===== config.mk =====
export PLATFORM = sky130hd
export DESIGN_NAME = multicycle_ctrl_flat
export DESIGN_NICKNAME = d
export VERILOG_FILES = /design/src/rtl/multicycle_ctrl_if.sv /design/src/rtl/multicycle_ctrl.sv /design/src/flat_wrapper.sv
export SDC_FILE = /design/constraint.sdc
export NUM_CORES = 1
export LEC_CHECK = 0
export ABC_AREA = 1
export CAP_MARGIN = 20
export CORE_MARGIN = 2
export CORE_UTILIZATION = 45
export DETAILED_ROUTE_END_ITERATION = 10
export HOLD_SLACK_MARGIN = 0.05
export PLACE_DENSITY = 0.71
export SYNTH_ARGS = -nofsm -noshare
export SYNTH_HDL_FRONTEND = slang
export SYNTH_SLANG_ARGS = --single-unit

===== constraint.sdc =====
create_clock -name clk -period 2.25 [get_ports clk]
set_input_delay 0.225 -clock clk [delete_from_list [all_inputs] [get_ports clk]]
set_output_delay 0.225 -clock clk [all_outputs]
set_load 0.05 [all_outputs]

===== src/rtl/multicycle_ctrl_if.sv =====
// Memory handshake bundle between the multi-cycle controller and the
// instruction/data memories.
interface multicycle_ctrl_if;
  // A request is held high until the memory answers with ready in the same
  // cycle. ready is only sampled while the matching request is high, and a
  // request with ready high completes in that cycle.
  logic imem_req;
  logic imem_ready;
  logic dmem_req;
  logic dmem_we;
  logic dmem_ready;

  modport master (
    output imem_req,
    output dmem_req,
    output dmem_we,
    input  imem_ready,
    input  dmem_ready
  );

  modport slave (
    input  imem_req,
    input  dmem_req,
    input  dmem_we,
    output imem_ready,
    output dmem_ready
  );
endinterface


===== src/rtl/multicycle_ctrl.sv =====
// Main control FSM for the multi-cycle RV32I core: sequences fetch, decode,
// execute, memory and write-back, with memory timeouts and retire counting.
module multicycle_ctrl #(
    parameter int unsigned MEM_TIMEOUT = 15
) (
    input  logic                     clk,
    input  logic                     rst_n,
    multicycle_ctrl_if.master        mem,
    input  logic [31:0]              Instruction,
    input  logic                     BrTaken,
    output logic                     IRWrite,
    output logic                     ALUSrcB,
    output logic [1:0]               ALUOp,
    output logic                     RegWrite,
    output logic [1:0]               WBSel,
    output logic                     PCWrite,
    output logic                     PCSel,
    output logic [2:0]               state,
    output logic                     halted,
    output logic [1:0]               err_code,
    output logic [31:0]              instret
);

    typedef enum logic [2:0] {
        S_IDLE   = 3'd0,
        S_FETCH  = 3'd1,
        S_DECODE = 3'd2,
        S_EXEC   = 3'd3,
        S_MEM    = 3'd4,
        S_WB     = 3'd5,
        S_HALT   = 3'd6
    } state_t;

    localparam logic [6:0] OP_R      = 7'b0110011;
    localparam logic [6:0] OP_IMM    = 7'b0010011;
    localparam logic [6:0] OP_LOAD   = 7'b0000011;
    localparam logic [6:0] OP_STORE  = 7'b0100011;
    localparam logic [6:0] OP_BRANCH = 7'b1100011;
    localparam logic [6:0] OP_LUI    = 7'b0110111;
    localparam logic [6:0] OP_JAL    = 7'b1101111;

    state_t      state_q;
    state_t      nxt;
    logic [1:0]  nxt_err;
    logic [31:0] tcnt;
    logic        limit_hit;
    logic [6:0]  opc;
    logic        legal;
    logic        unused_instr_bits;

    assign opc               = Instruction[6:0];
    assign unused_instr_bits = ^Instruction[31:7];
    assign state             = state_q;

    // limit_hit means this is the last request cycle allowed without ready
    assign limit_hit = (MEM_TIMEOUT != 0) && (tcnt == 32'(MEM_TIMEOUT - 1));

    always_comb begin
        legal = 1'b0;
        case (opc)
            OP_R, OP_IMM, OP_LOAD, OP_STORE, OP_BRANCH, OP_LUI, OP_JAL: legal = 1'b1;
            default: legal = 1'b0;
        endcase
    end

    always_comb begin
        nxt          = state_q;
        nxt_err      = err_code;
        mem.imem_req = 1'b0;
        mem.dmem_req = 1'b0;
        mem.dmem_we  = 1'b0;
        IRWrite      = 1'b0;
        ALUSrcB      = 1'b0;
        ALUOp        = 2'b00;
        RegWrite     = 1'b0;
        WBSel        = 2'b00;
        PCWrite      = 1'b0;
        PCSel        = 1'b0;
        case (state_q)
            S_IDLE: nxt = S_FETCH;
            S_FETCH: begin
                mem.imem_req = 1'b1;
                if (mem.imem_ready) begin
                    IRWrite = 1'b1;
                    nxt     = S_DECODE;
                end else if (limit_hit) begin
                    nxt     = S_HALT;
                    nxt_err = 2'b10;
                end
            end
            S_DECODE: begin
                if (legal) begin
                    nxt = S_EXEC;
                end else begin
                    nxt     = S_HALT;
                    nxt_err = 2'b01;
                end
            end
            S_EXEC: begin
                case (opc)
                    OP_R:   begin ALUOp = 2'b10; nxt = S_WB; end
                    OP_IMM: begin ALUOp = 2'b10; ALUSrcB = 1'b1; nxt = S_WB; end
                    OP_LOAD, OP_STORE: begin ALUSrcB = 1'b1; nxt = S_MEM; end
                    OP_BRANCH: begin
                        ALUOp   = 2'b01;
                        PCWrite = 1'b1;
                        PCSel   = BrTaken;
                        nxt     = S_FETCH;
                    end
                    default: nxt = S_WB;
                endcase
            end
            S_MEM: begin
                // address operands stay selected so the address is stable
                mem.dmem_req = 1'b1;
                mem.dmem_we  = (opc == OP_STORE);
                ALUSrcB      = 1'b1;
                if (mem.dmem_ready) begin
                    if (opc == OP_STORE) begin
                        PCWrite = 1'b1;
                        nxt     = S_FETCH;
                    end else begin
                        nxt     = S_WB;
                    end
                end else if (limit_hit) begin
                    nxt     = S_HALT;
                    nxt_err = 2'b11;
                end
            end
            S_WB: begin
                RegWrite = 1'b1;
                PCWrite  = 1'b1;
                nxt      = S_FETCH;
                case (opc)
                    OP_R:    ALUOp = 2'b10;
                    OP_IMM:  begin ALUOp = 2'b10; ALUSrcB = 1'b1; end
                    OP_LOAD: WBSel = 2'b01;
                    OP_JAL:  begin WBSel = 2'b10; PCSel = 1'b1; end
                    OP_LUI:  WBSel = 2'b11;
                    default: WBSel = 2'b00;
                endcase
            end
            S_HALT: nxt = S_HALT;
            default: nxt = S_IDLE;
        endcase
    end

    always_ff @(posedge clk or negedge rst_n) begin
        if (!rst_n) begin
            state_q  <= S_IDLE;
            err_code <= 2'b00;
            halted   <= 1'b0;
            instret  <= 32'd0;
            tcnt     <= 32'd0;
        end else begin
            state_q  <= nxt;
            err_code <= nxt_err;
            halted   <= (nxt == S_HALT);
            if (PCWrite) instret <= instret + 32'd1;
            // staying in FETCH/MEM only happens while waiting for ready
            if ((nxt == state_q) && (state_q == S_FETCH || state_q == S_MEM))
                tcnt <= tcnt + 32'd1;
            else
                tcnt <= 32'd0;
        end
    end

endmodule


===== src/flat_wrapper.sv =====
// flat-port wrapper written by rule: the top's interface ports become plain ports
module multicycle_ctrl_flat 
#(
    parameter int unsigned MEM_TIMEOUT = 15
)
  (clk, rst_n, Instruction, BrTaken, IRWrite, ALUSrcB, ALUOp, RegWrite, WBSel, PCWrite, PCSel, state, halted, err_code, instret, mem_imem_req, mem_dmem_req, mem_dmem_we, mem_imem_ready, mem_dmem_ready);
  multicycle_ctrl_if mem_i ();
  input  logic clk;
  input  logic rst_n;
  input  logic [31:0] Instruction;
  input  logic BrTaken;
  output logic IRWrite;
  output logic ALUSrcB;
  output logic [1:0] ALUOp;
  output logic RegWrite;
  output logic [1:0] WBSel;
  output logic PCWrite;
  output logic PCSel;
  output logic [2:0] state;
  output logic halted;
  output logic [1:0] err_code;
  output logic [31:0] instret;
  output wire logic [$bits(mem_i.imem_req)-1:0] mem_imem_req;
  output wire logic [$bits(mem_i.dmem_req)-1:0] mem_dmem_req;
  output wire logic [$bits(mem_i.dmem_we)-1:0] mem_dmem_we;
  input wire logic [$bits(mem_i.imem_ready)-1:0] mem_imem_ready;
  input wire logic [$bits(mem_i.dmem_ready)-1:0] mem_dmem_ready;
  assign mem_imem_req = mem_i.imem_req;
  assign mem_dmem_req = mem_i.dmem_req;
  assign mem_dmem_we = mem_i.dmem_we;
  assign mem_i.imem_ready = mem_imem_ready;
  assign mem_i.dmem_ready = mem_dmem_ready;
  multicycle_ctrl #(.MEM_TIMEOUT(MEM_TIMEOUT)) u_core (.clk(clk), .rst_n(rst_n), .mem(mem_i), .Instruction(Instruction), .BrTaken(BrTaken), .IRWrite(IRWrite), .ALUSrcB(ALUSrcB), .ALUOp(ALUOp), .RegWrite(RegWrite), .WBSel(WBSel), .PCWrite(PCWrite), .PCSel(PCSel), .state(state), .halted(halted), .err_code(err_code), .instret(instret));
endmodule

# Yosys cells after proc, flatten, opt, wreduce, memory -nomap -nowiden
# Cells that the tools add are included.
# totals
regBits	70
elab_cells	74
# classes
n_addsub	2
eq_ne	21
muxes	36
n_reduce_logical	10
# op_table
op	count
$add 32x1->32 const B	2
$eq 32x4->1 const B	1
$mux 32	1
$eq 7x6->1 const B	3
$pmux 3 s6	1
$mux 3	5
$eq 7x7->1 const B	2
$mux 1	14
$mux 2	7
$eq 3x3->1 const B	4
$pmux 2 s3	2
$pmux 2 s2	2
$eq 7x2->1 const B	1
$eq 7x5->1 const B	1
$reduce_or 7->1	1
$eq 3x2->1 const B	2
$ne 2x2->1 const B	3
$pmux 1 s3	2
$pmux 3 s2	1
$reduce_and 6->1	1
$reduce_or 2->1	3
$ne 2x1->1 const B	2
$eq 3x1->1 const B	1
$eq 3x3->1	1
6 further kinds	6

# Logic depth before layout (Yosys ltp)
# Gate-level depths: netlist (run 1).
# depth
depth_word	8
ltp_mapped	14
depth_no_buf	13

# Worst setup path after synthesis (run 1)
# OpenSTA, ideal clock, no wires.
# synth_timing
kind	register -> output
startpoint	register u_core.state_q[1], in the netlist u_core.state[1]
endpoint	output ALUSrcB
arrival_ns	2.368
t_required_ns	2.025
setup_slack_ns	-0.343
stages_incl_launch_ff	6
path_buffers	0
path_cell_list	dfrtp_1 > inv_1 > nand3_1 > nand2_1 > inv_1 > o31ai_1
# synth_via
elab_chain_len	2
word_cells_on_any_way	4
# synth_lines
item	line	rtl
start: declaration	multicycle_ctrl.sv:42	state_t state_q;
start signal: assignment	multicycle_ctrl.sv:156	state_q <= nxt;
$eq 3x3->1 / $eq 3x2->1 (equally long branches)	multicycle_ctrl.sv:79	case (state_q)
$pmux 1 s3 (*)	multicycle_ctrl.sv:79	
end: declaration	flat_wrapper.sv:13	output logic ALUSrcB;
# Every way passes the cells marked *; elsewhere a longest branch is shown, timed or not.

# Worst setup path in the final report (run 1)
# layout_timing
startpoint	register u_core.state_q[0], in the netlist u_core.state[0]
endpoint	output PCWrite
# layout_via
elab_chain_len	2
word_cells_on_any_way	4
# layout_lines
item	line	rtl
$eq 3x3->1 / $eq 3x2->1 (equally long branches)	multicycle_ctrl.sv:79	
$pmux 1 s3 (*)	multicycle_ctrl.sv:79	
end: declaration	flat_wrapper.sv:17	output logic PCWrite;
# Marked as above.

==> results of run 1 <==
## power breakdown
| group | total [mW] | internal, mW | switching [mW] |
|---|---|---|---|
| logic | 1.86 | 0.612 | 1.24 |
| registers | 1.53 | 1.37 | 0.159 |
| clock network | 0.948 | 0.435 | 0.514 |
## final cells by class
| type | instances | area [um^2] | area share, % |
|---|---|---|---|
| Clock inverter | 6 | 46.3 | 0.826 |
| Inverter | 90 | 342 | 6.09 |
| Sequential cell | 70 | 1750 | 31.3 |
| Multi-Input combinational cell | 432 | 2360 | 42.1 |
| Timing Repair Buffer | 71 | 800 | 14.3 |
| Clock buffer | 10 | 138 | 2.45 |
| Tap cell | 133 | 166 | 2.97 |
## flip-flops by register name (all words and copies together) (netlist names)
signal	cells
u_core.tcnt	32
u_core.instret	32
u_core.err_code	2
u_core.halted	1
u_core.state	3
## synthesized netlist by cell type, types with 2 or more instances
cell,instances,share of area [%]
nand2_1,138,12
inv_1,82,6.8
dfrtp_1,70,39
nor2_1,56,4.7
xor2_1,49,9.5
nor3_1,42,4.7
nor2_2,38,5.3
nand4_1,21,2.9
nand3_1,20,2.2
o21ai_0,20,2.2
xnor2_1,10,1.9
inv_2,8,0.67
nand2_2,8,1.1
nand3_2,6,1.3
nor4_1,5,0.69
buf_6,4,1.0
a21oi_1,3,0.33
buf_2,3,0.33
ha_1,3,0.83
nor2_4,3,0.75
nor3_2,2,0.44
## logic make-up (layout without fill, tap and decap cells)
kind of cell | count (synthesis) | in the layout | synth area share (%)
AOI/OAI and AO/OA | 26 | 26 | 3.09
xor gates and xnor gates | 59 | 59 | 11.5
adders and majority gates | 3 | 3 | 0.834
buffers and inverters | 98 | 177 | 9.01
DFF | 70 | 70 | 38.9
muxes | 1 | 1 | 0.250
and+or+nand+nor | 343 | 343 | 36.4
## layer usage
metal | global-route usage, % | vias to the layer above | part of all wire [%]
met1 | 26.7 | 1886 | 45
met2 | 35.6 | 108 | 47
met5 | 0 | - | 0
met4 | 9.07 | 0 | 2.6
met3 | 5.39 | 25 | 5.5
li1 | - | 2033 | -
## repair_timing
action / in CTS / in global routing
hold endpoints to repair: 21 / 0
cloned: 0 / 0
setup endpoints to repair: 2 / 4
hold buffers: 1 / 0
setup buffers: 0 / 0
gates resized for setup: 2 / 5
## path summary, 6_finish.rpt
path | start | cells past startpoint | endpoint
worst max-delay path | u_core.state[0]$_DFF_PN0_ | 7 | PCWrite
worst min-delay path | rst_n | 2 | u_core.halted$_DFF_PN0_
worst max register to register | u_core.tcnt[0]$_DFF_PN0_ | 14 | u_core.tcnt[13]$_DFF_PN0_
worst min register to register | u_core.err_code[0]$_DFFE_PN0P_ | 2 | u_core.err_code[0]$_DFFE_PN0P_
max in group asynchronous | rst_n | 3 | u_core.instret[9]$_DFFE_PN0P_
min in group clk | u_core.err_code[0]$_DFFE_PN0P_ | 2 | u_core.err_code[0]$_DFFE_PN0P_
## critical path, delay by kind of cell (launching register included)
family / cells / cell delay, ns
AND/OR/NAND/NOR: 5 / 0.68
flip-flops: 1 / 0.50
buffers and inverters: 2 / 0.35
## stage by stage
stage                     std cells  cell area, um^2  hold slack (ns)  utilization (%)  setup TNS (ns)
after global routing            812             5610            0.435             57.6        -0.00698
after detailed placement        795             5390            0.271             55.4               0
final                           812             5610            0.404             57.6               0
after CTS                       812             5590            0.402             57.5               0
after floorplan                 600             4510          -0.0706                -               0
after global placement          795             5390            0.254             55.4               0
==> results by group, run 1 <==
STA
  – Slew HR: 59.0%
  – Worst slew pin tran: 0.615 ns
  – Fin crit share: 94.1%
  – Achievable Freq: 472 MHz
  – Final min period: 2.12 ns
  – Setup violations, final: 0
  – Final Skew: 0.0154 ns
  – Fin. max-slew vios: 0
  – Hold Fails Final Rpt: 0
  – Final Worst Setup Slack: 0.132 ns

Cells and area
  – Area growth from synthesis to layout: 24.6%
  – Count of nets after finishing: 714
  – Most common cell after layout, fill and taps aside: nand2_1
  – Fillers: 922
  – Share of cells above drive strength 1: 16.3%
  – Highest-count cells in the layout ignoring fill and taps: 138 x nand2_1, 81 x inv_1, 68 x dfrtp_1, 55 x nor2_1, 49 x xor2_1
  – Ant. Diodes: 0

Pwr
  – PwrDens: 773 nW/um^2
  – Leak: 2.34 nW
  – Worst vdd ir: 0.000626 V
  – Power Total: 4.33 mW

Routing
  – Drt total wl: 10900 um
  – Starting DRT DRC Count: 177
  – Via Count: 4052
  – Vias/cell: 4.99
  – Pre-antenna DRT Iters: 5
  – # DRC: 0
  – Drt wl/cell: 13.4 um
  – Antenna-violating nets left: 0

Setup path
  – Critical path peak fanout: 21
  – Setup CP Type: reg -> out
  – Slowest CP cell: dfrtp_2
  – CP endpoint kind: output port
  – R2r setup slk: 0.24 ns
  – Crit path cell chain: nor2_2, nand2_2, nor2_4, nand2_1, nand3_2, buf_8, buf_12
  – CP Data Required Time: 2.03 ns
  – Delay of the slowest cell on the worst path: 0.50 ns
  – Critical Path Start Type: flip-flop
  – CP arrival: 1.89 ns

Place
  – Pre-CTS setup slack: 0.0960 ns
  – Number of buffers added on ports: 61
  – GPL Wtd Cong: 0.905
  – Detail Placement HPWL: 8540 um

Synthesis
  – Mean Syn Cell Area: 7.50 um^2
  – Yosys cell types: 30
  – Cell area after synthesis: 4500 um^2
  – FF+latch count, synth: 70
  – Register area share after synthesis: 38.9%
  – Synth Warn #: 0
  – Post-synth EDFFs: 0
  – Post-Syn Nets: 640
  – Syn Inst Count: 600
  – Post-synthesis async set-or-reset flop share: 100%
  – Main flop type after synthesis: dfrtp_1

GRT
  – Vias in the first global route: 4159
  – Largest net degree at the start of global routing: 31
  – First-pass GRT wire length: 18900 um
  – Antenna violations before repair: 0
  – Overall Global Routing Usage: 21.5%
  – Total grt overflow: 0

Clocking
  – Worst skew pair latency: 0.37 ns
  – CTS buffer count: 9
  – Htree depth: 3
  – CTS tree: yes
  – Sink Count: 70
  – CTS Root Cell: clkbuf_8
  – CTS Buffer Depth: 2
  – CTS clk-pin slew, worst paths: 0.09 ns

Die
  – Starting Density: 46.3%
  – Die W: 104 um
  – Floorplan row count: 36
  – Die height: 104 um
  – Io pins: 87
  – Die area: 10800 um^2
  – Core area: 9730 um^2

Hold path
  – Hold Crit Class: in -> async

Run
  – Max Cap Viol: 0

Status
  – Status: finished clean
Power figures use the tool's default switching activity.
==> run 2: changes to the inputs <==
--- a/config.mk
+++ b/config.mk
@@ -7,11 +7,12 @@
 export LEC_CHECK = 0
 export ABC_AREA = 1
 export CAP_MARGIN = 20
+export CORE_ASPECT_RATIO = 0.8
 export CORE_MARGIN = 2
 export CORE_UTILIZATION = 45
 export DETAILED_ROUTE_END_ITERATION = 10
 export HOLD_SLACK_MARGIN = 0.05
-export PLACE_DENSITY = 0.71
+export PLACE_DENSITY = 0.78
 export SYNTH_ARGS = -nofsm -noshare
 export SYNTH_HDL_FRONTEND = slang
 export SYNTH_SLANG_ARGS = --single-unit
==> constraint.sdc (replaced) <==
create_clock -name clk -period 1.9 [get_ports clk]
set_input_delay 0.19 -clock clk [delete_from_list [all_inputs] [get_ports clk]]
set_output_delay 0.19 -clock clk [all_outputs]
set_load 0.05 [all_outputs]
==> run 2 against run 1 <==
  * Die area about the same
  * Clock power rose by 91%
  * Core utilization grew 8.8 points
  * Critical path depth increased by 1
  * Largest cell class unchanged
==> results by group, run 2 (same netlist as run 1, synthesis figures left out) <==
Clocking
  – Sink Count: 70
  – Worst skew pair latency: 0.34 ns
  – CTS tree: yes
  – Htree depth: 3
  – CTS Buffer Depth: 2
  – CTS buffer count: 9
  – CTS clk-pin slew, worst paths: 0.06 ns
  – CTS Root Cell: clkbuf_16

STA
  – Hold Fails Final Rpt: 0
  – Worst slew pin tran: 0.534 ns
  – Setup_tns: 0 ns
  – Fin crit share: 99.1%
  – Achievable Freq: 531 MHz
  – Final Skew: 0.0110 ns
  – Hold Slack: 0.397 ns
  – RSZ-0062 raised after global routing: true
  – Slew HR: 64.3%
  – Setup violations, final: 0
  – Final Worst Setup Slack: 0.0177 ns
  – Fin. max-slew vios: 0
  – Final min period: 1.88 ns

Status
  – Status: finished clean

Cells and area
  – Count of nets after finishing: 763
  – Area growth from synthesis to layout: 43.0%
  – Share of cells above drive strength 1: 25.5%
  – Ant. Diodes: 0
  – Design area: 6440 um^2
  – Most common cell after layout, fill and taps aside: nand2_1
  – Finished Layout Cells: 864
  – Highest-count cells in the layout ignoring fill and taps: 131 x nand2_1, 77 x inv_1, 64 x dfrtp_1, 49 x buf_4
  – Util after Layout: 66.4%

Pwr
  – P_sw: 2.75 mW
  – PwrDens: 1070 nW/um^2
  – Power Total: 6.86 mW
  – Leak: 2.75 nW
  – Comb pwr share: 47.4%
  – Switching Fraction: 40.1%
  – Clock share of power: 26.3%
  – Flop pwr share: 26.3%
  – Internal power: 4.11 mW
  – Worst vdd ir: 0.000905 V

Routing
  – Drt wl/cell: 14.8 um
  – Pre-antenna DRT Iters: 5
  – Drt total wl: 12700 um
  – # DRC: 0
  – Vias/cell: 5.18
  – Antenna-violating nets left: 0
  – Starting DRT DRC Count: 341
  – Via Count: 4477

Die
  – Die W: 116 um
  – Io pins: 87
  – Core area: 9690 um^2
  – Die height: 93.5 um
  – Floorplan row count: 32
  – Die area: 10800 um^2
  – Starting Density: 46.5%

Place
  – Pre-CTS setup slack: -0.105 ns
  – Number of buffers added on ports: 61
  – GPL Wtd Cong: 0.983
  – Post-Place Cell Area: 5710 um^2
  – Detail Placement HPWL: 8830 um
  – Inst Count DP: 827

Setup path
  – Worst R2R End: u_core.tcnt[16]$_DFF_PN0_
  – R2r setup slk: 0.02 ns
  – Reg2reg start: u_core.state[0]$_DFF_PN0_
  – CP arrival: 2.10 ns
  – Critical Path Start Type: flip-flop
  – CP startpoint: u_core.state[0]$_DFF_PN0_
  – CP endpoint: u_core.tcnt[16]$_DFF_PN0_
  – CP endpoint kind: flip-flop
  – Cells on worst reg2reg path: 8
  – Setup CP Type: reg -> reg
  – Critical path peak fanout: 8
  – CP Data Required Time: 2.12 ns

GRT
  – Antenna violations before repair: 0
  – Total grt overflow: 0
  – Largest net degree at the start of global routing: 71
  – Vias in the first global route: 4257
  – Overall Global Routing Usage: 23.0%
  – First-pass GRT wire length: 19800 um

Run
  – Max Cap Viol: 0

Hold path
  – Hold Crit Class: in -> async
==> run 2: critical path, stage by stage (launching register included) <==
cell and delay [ns]:
dfrtp_2 0.49, buf_4 0.17, nor3_2 0.30, nand2_1 0.18
nand4_1 0.18, nand2_4 0.09, nand2_8 0.14, clkbuf_16 0.18
nor2_2 0.03
==> run 2: metal layers <==
layer | vias up | global-route usage [%] | wire [um]
met3 | 35 | 5.25 | 981
li1 | 2140 | - | -
met2 | 201 | 34.2 | 5730
met5 | - | 0 | 0
met4 | 0 | 8.73 | 306
met1 | 2101 | 32.7 | 5730
==> run 2: worst min path at each step <==
stage / end / slack (ns) / depth (start not counted)
3_5_place_dp: u_core.tcnt[1]$_DFF_PN0_ / 0.25 / 2
6_report: u_core.err_code[0]$_DFFE_PN0P_ / 0.40 / 3
2_1_floorplan: u_core.err_code[0]$_DFFE_PN0P_ / -0.11 / 0
3_3_place_gp: u_core.tcnt[2]$_DFF_PN0_ / 0.24 / 2
5_1_grt: u_core.tcnt[1]$_DFF_PN0_ / 0.48 / 3
4_1_cts: u_core.tcnt[1]$_DFF_PN0_ / 0.42 / 3
==> run 2: cell type report <==
cell class	count	area, um^2
clock buffers	11	233
repair buffers	120	1280
flip-flops and latches	70	1760
clock inverters	5	85.1
well taps	136	170
multi-input cells	432	2560
inverters	90	354
fillers	781	3250
==> run 2: timing repair <==
action,CTS,global route
endpoints found under the setup margin,5,52
hold buffers,1,0
resized for setup,2,47
hold endpoints to repair,70,0
pin swaps,1,15
buffers inserted,8,8
cloned,0,4
==> run 2: power groups by stage <==
stage	registers [mW]	clock network, mW	logic [mW]
after global routing	1.83	1.88	3.43
after CTS	1.79	1.82	2.61
after global placement	1.83	0	2.40
final	1.81	1.81	3.25
after detailed placement	1.83	0	2.45
after floorplan	2.18	0	1.25
==> run 3: changes to the inputs <==
--- a/config.mk
+++ b/config.mk
@@ -11,6 +11,7 @@
 export CORE_MARGIN = 2
 export CORE_UTILIZATION = 45
 export DETAILED_ROUTE_END_ITERATION = 10
+export GPL_TIMING_DRIVEN = 0
 export HOLD_SLACK_MARGIN = 0.05
 export PLACE_DENSITY = 0.78
 export SYNTH_ARGS = -nofsm -noshare
==> run 3 against run 2 <==
  * The flow now finishes with violations (negative setup slack)
  * First-iteration DRC count is 0.59% higher
  * Setup slack got worse by 0.24 ns
  * Wire length grew 0.24%
  * Count of clock-buffer cells in the layout unchanged
  * Sequential share of layout area grew 0.72 points
  * Maximum frequency is 11% lower
  * Via count down 0.98%
  * Non-clock buffer count shrank 21
  * Critical path depth grew 8
  * Sequential power barely moved
  * Design area shrank 2.6%
  * Highest routed layer unchanged
==> results by group, run 3 (same netlist as run 1, synthesis figures left out) <==
Cells and area
  – Share of cells above drive strength 1: 24.8%
  – Design area: 6270 um^2
  – Highest-count cells in the layout ignoring fill and taps: 130 x nand2_1, 77 x inv_1, 65 x dfrtp_1, 48 x nor2_1, 47 x clkdlybuf4s50_1
  – Fillers: 791
  – Count of nets after finishing: 742
  – Area growth from synthesis to layout: 39.2%
  – Ant. Diodes: 0
  – Multi-input gate area: 2650 um^2
  – Sequential cell area: 1760 um^2
  – Finished Layout Cells: 843
  – Most common cell after layout, fill and taps aside: nand2_1

Setup path
  – Setup CP Type: reg -> reg
  – CP arrival: 2.34 ns
  – CP startpoint: u_core.tcnt[0]$_DFF_PN0_
  – Cells on worst reg2reg path: 16
  – Worst R2R End: u_core.tcnt[5]$_DFF_PN0_
  – Critical Path Start Type: flip-flop
  – CP endpoint: u_core.tcnt[5]$_DFF_PN0_
  – Reg2reg start: u_core.tcnt[0]$_DFF_PN0_
  – Critical path peak fanout: 5
  – CP Data Required Time: 2.11 ns
  – CP endpoint kind: flip-flop
  – R2r setup slk: -0.23 ns

Routing
  – Antenna-violating nets left: 0
  – WL met3: 913 um
  – Drt wl/cell: 15.2 um
  – M1 WL: 5640 um
  – Drt total wl: 12800 um
  – Pre-antenna DRT Iters: 5
  – Met2 routed WL: 5990 um
  – Vias/cell: 5.26
  – Via Count: 4433
  – Starting DRT DRC Count: 343
  – Max Used Layer: met4
  – # DRC: 0

STA
  – Fin crit share: 112%
  – Final Worst Setup Slack: -0.226 ns
  – Worst slew pin tran: 0.887 ns
  – Final Skew: 0.00906 ns
  – Achievable Freq: 470 MHz
  – Hold Slack: 0.496 ns
  – Fin. max-slew vios: 0
  – Slew HR: 40.8%
  – Setup violations, final: 32
  – Hold Fails Final Rpt: 0
  – Setup_tns: -4.03 ns
  – RSZ-0062 raised after global routing: true
  – Final min period: 2.13 ns

Clocking
  – CTS tree: yes
  – CTS clk-pin slew, worst paths: 0.06 ns
  – CTS Buffer Depth: 2
  – CTS buffer count: 9
  – Worst skew pair latency: 0.34 ns
  – Htree depth: 3
  – Sink Count: 70
  – CTS Root Cell: clkbuf_16

Die
  – Floorplan row count: 32
  – Die height: 93.5 um
  – Io pins: 87
  – Starting Density: 46.5%
  – Die W: 116 um
  – Core area: 9690 um^2
  – Die area: 10800 um^2

GRT
  – Antenna violations before repair: 0
  – Vias in the first global route: 4009
  – Largest net degree at the start of global routing: 71
  – First-pass GRT wire length: 19400 um
  – Overall Global Routing Usage: 22.8%
  – Total grt overflow: 0

Pwr
  – PwrDens: 1090 nW/um^2
  – Leak: 2.67 nW
  – Worst vdd ir: 0.000954 V

Status
  – Status: finished, violations left
  – Failing checks: negative setup slack

Place
  – Number of buffers added on ports: 61
  – Inst Count DP: 797
  – Post-Place Cell Area: 5360 um^2
  – Detail Placement HPWL: 8610 um
  – GPL Wtd Cong: 0.931

Run
  – Max Cap Viol: 0

Hold path
  – Hold Crit Class: in -> async
[run 3: cell types whose count changed in the layout (fill, tap and decap cells not counted), sizes merged]
cell and delta:
buf -25, clkdlybuf4s15 +3, clkdlybuf4s50 +3, clkinv -1
dlymetal6s2s -2, inv +1
[run 3: final cells by class]
cell class	count	area share [%]
multi-input combinational	432	42.3
clock inverter	5	1.30
inverter	90	5.61
buffer	8	1.64
timing repair buffer	91	14.5
clock buffer	11	3.87
tap	136	2.72
sequential	70	28.0
[run 3: worst min-delay path by stage]
stage / to / cells after the start
after detailed placement: u_core.tcnt[2]$_DFF_PN0_ / 1
final: u_core.tcnt[1]$_DFF_PN0_ / 2
after CTS: u_core.instret[11]$_DFFE_PN0P_ / 1
after global placement: u_core.tcnt[0]$_DFF_PN0_ / 1
after global routing: u_core.instret[11]$_DFFE_PN0P_ / 1
after floorplan: u_core.err_code[0]$_DFFE_PN0P_ / 0
[run 3: through the flow]
step	util (%)	setup slack, ns	power (mW)
CTS	61.9	-0.0972	6.61
detailed placement	55.3	-0.760	4.09
global placement	55.3	-1.92	4.06
finish	64.7	-0.226	6.82
floorplan	-	-0.0584	3.43
global route	64.7	-0.307	7.08
[run 3: where the power goes]
part           internal [mW]  leakage [nW]  switching [mW]
Combinational           1.27          1.57            1.91
Sequential              1.63         0.940           0.167
Clock                   1.19         0.156           0.647
Total                   4.09          2.67            2.73
[run 3: timing repair]
| action | 4_1_cts | 5_1_grt |
|---|---|---|
| hold buffers | 1 | 0 |
| buffers inserted | 12 | 16 |
| hold endpoints to repair | 70 | 0 |
| setup endpoints to repair | 43 | 48 |
| pin swaps | 4 | 16 |
| gates cloned | 3 | 0 |
| resized for setup | 75 | 53 |
[run 3: routing by layer]
metal,track usage (%),vias up
met3,3.31,31
li1,-,2094
met4,6.05,0
met5,0,-
met2,35.3,206
met1,33.4,2102
[run 3: critical path: stages (launching register included)]
cell and delay (ns):
dfrtp_1 0.41, inv_2 0.09, ha_4 0.13, nand2_2 0.04, nor2_1 0.12, nand2_1 0.07
nor2_2 0.17, nand2_2 0.10, nand2_2 0.10, nand3_2 0.10, nand2_1 0.09, nand2_2 0.07
nand2_4 0.12, buf_12 0.12, buf_12 0.10, buf_12 0.12, nor2_4 0.04
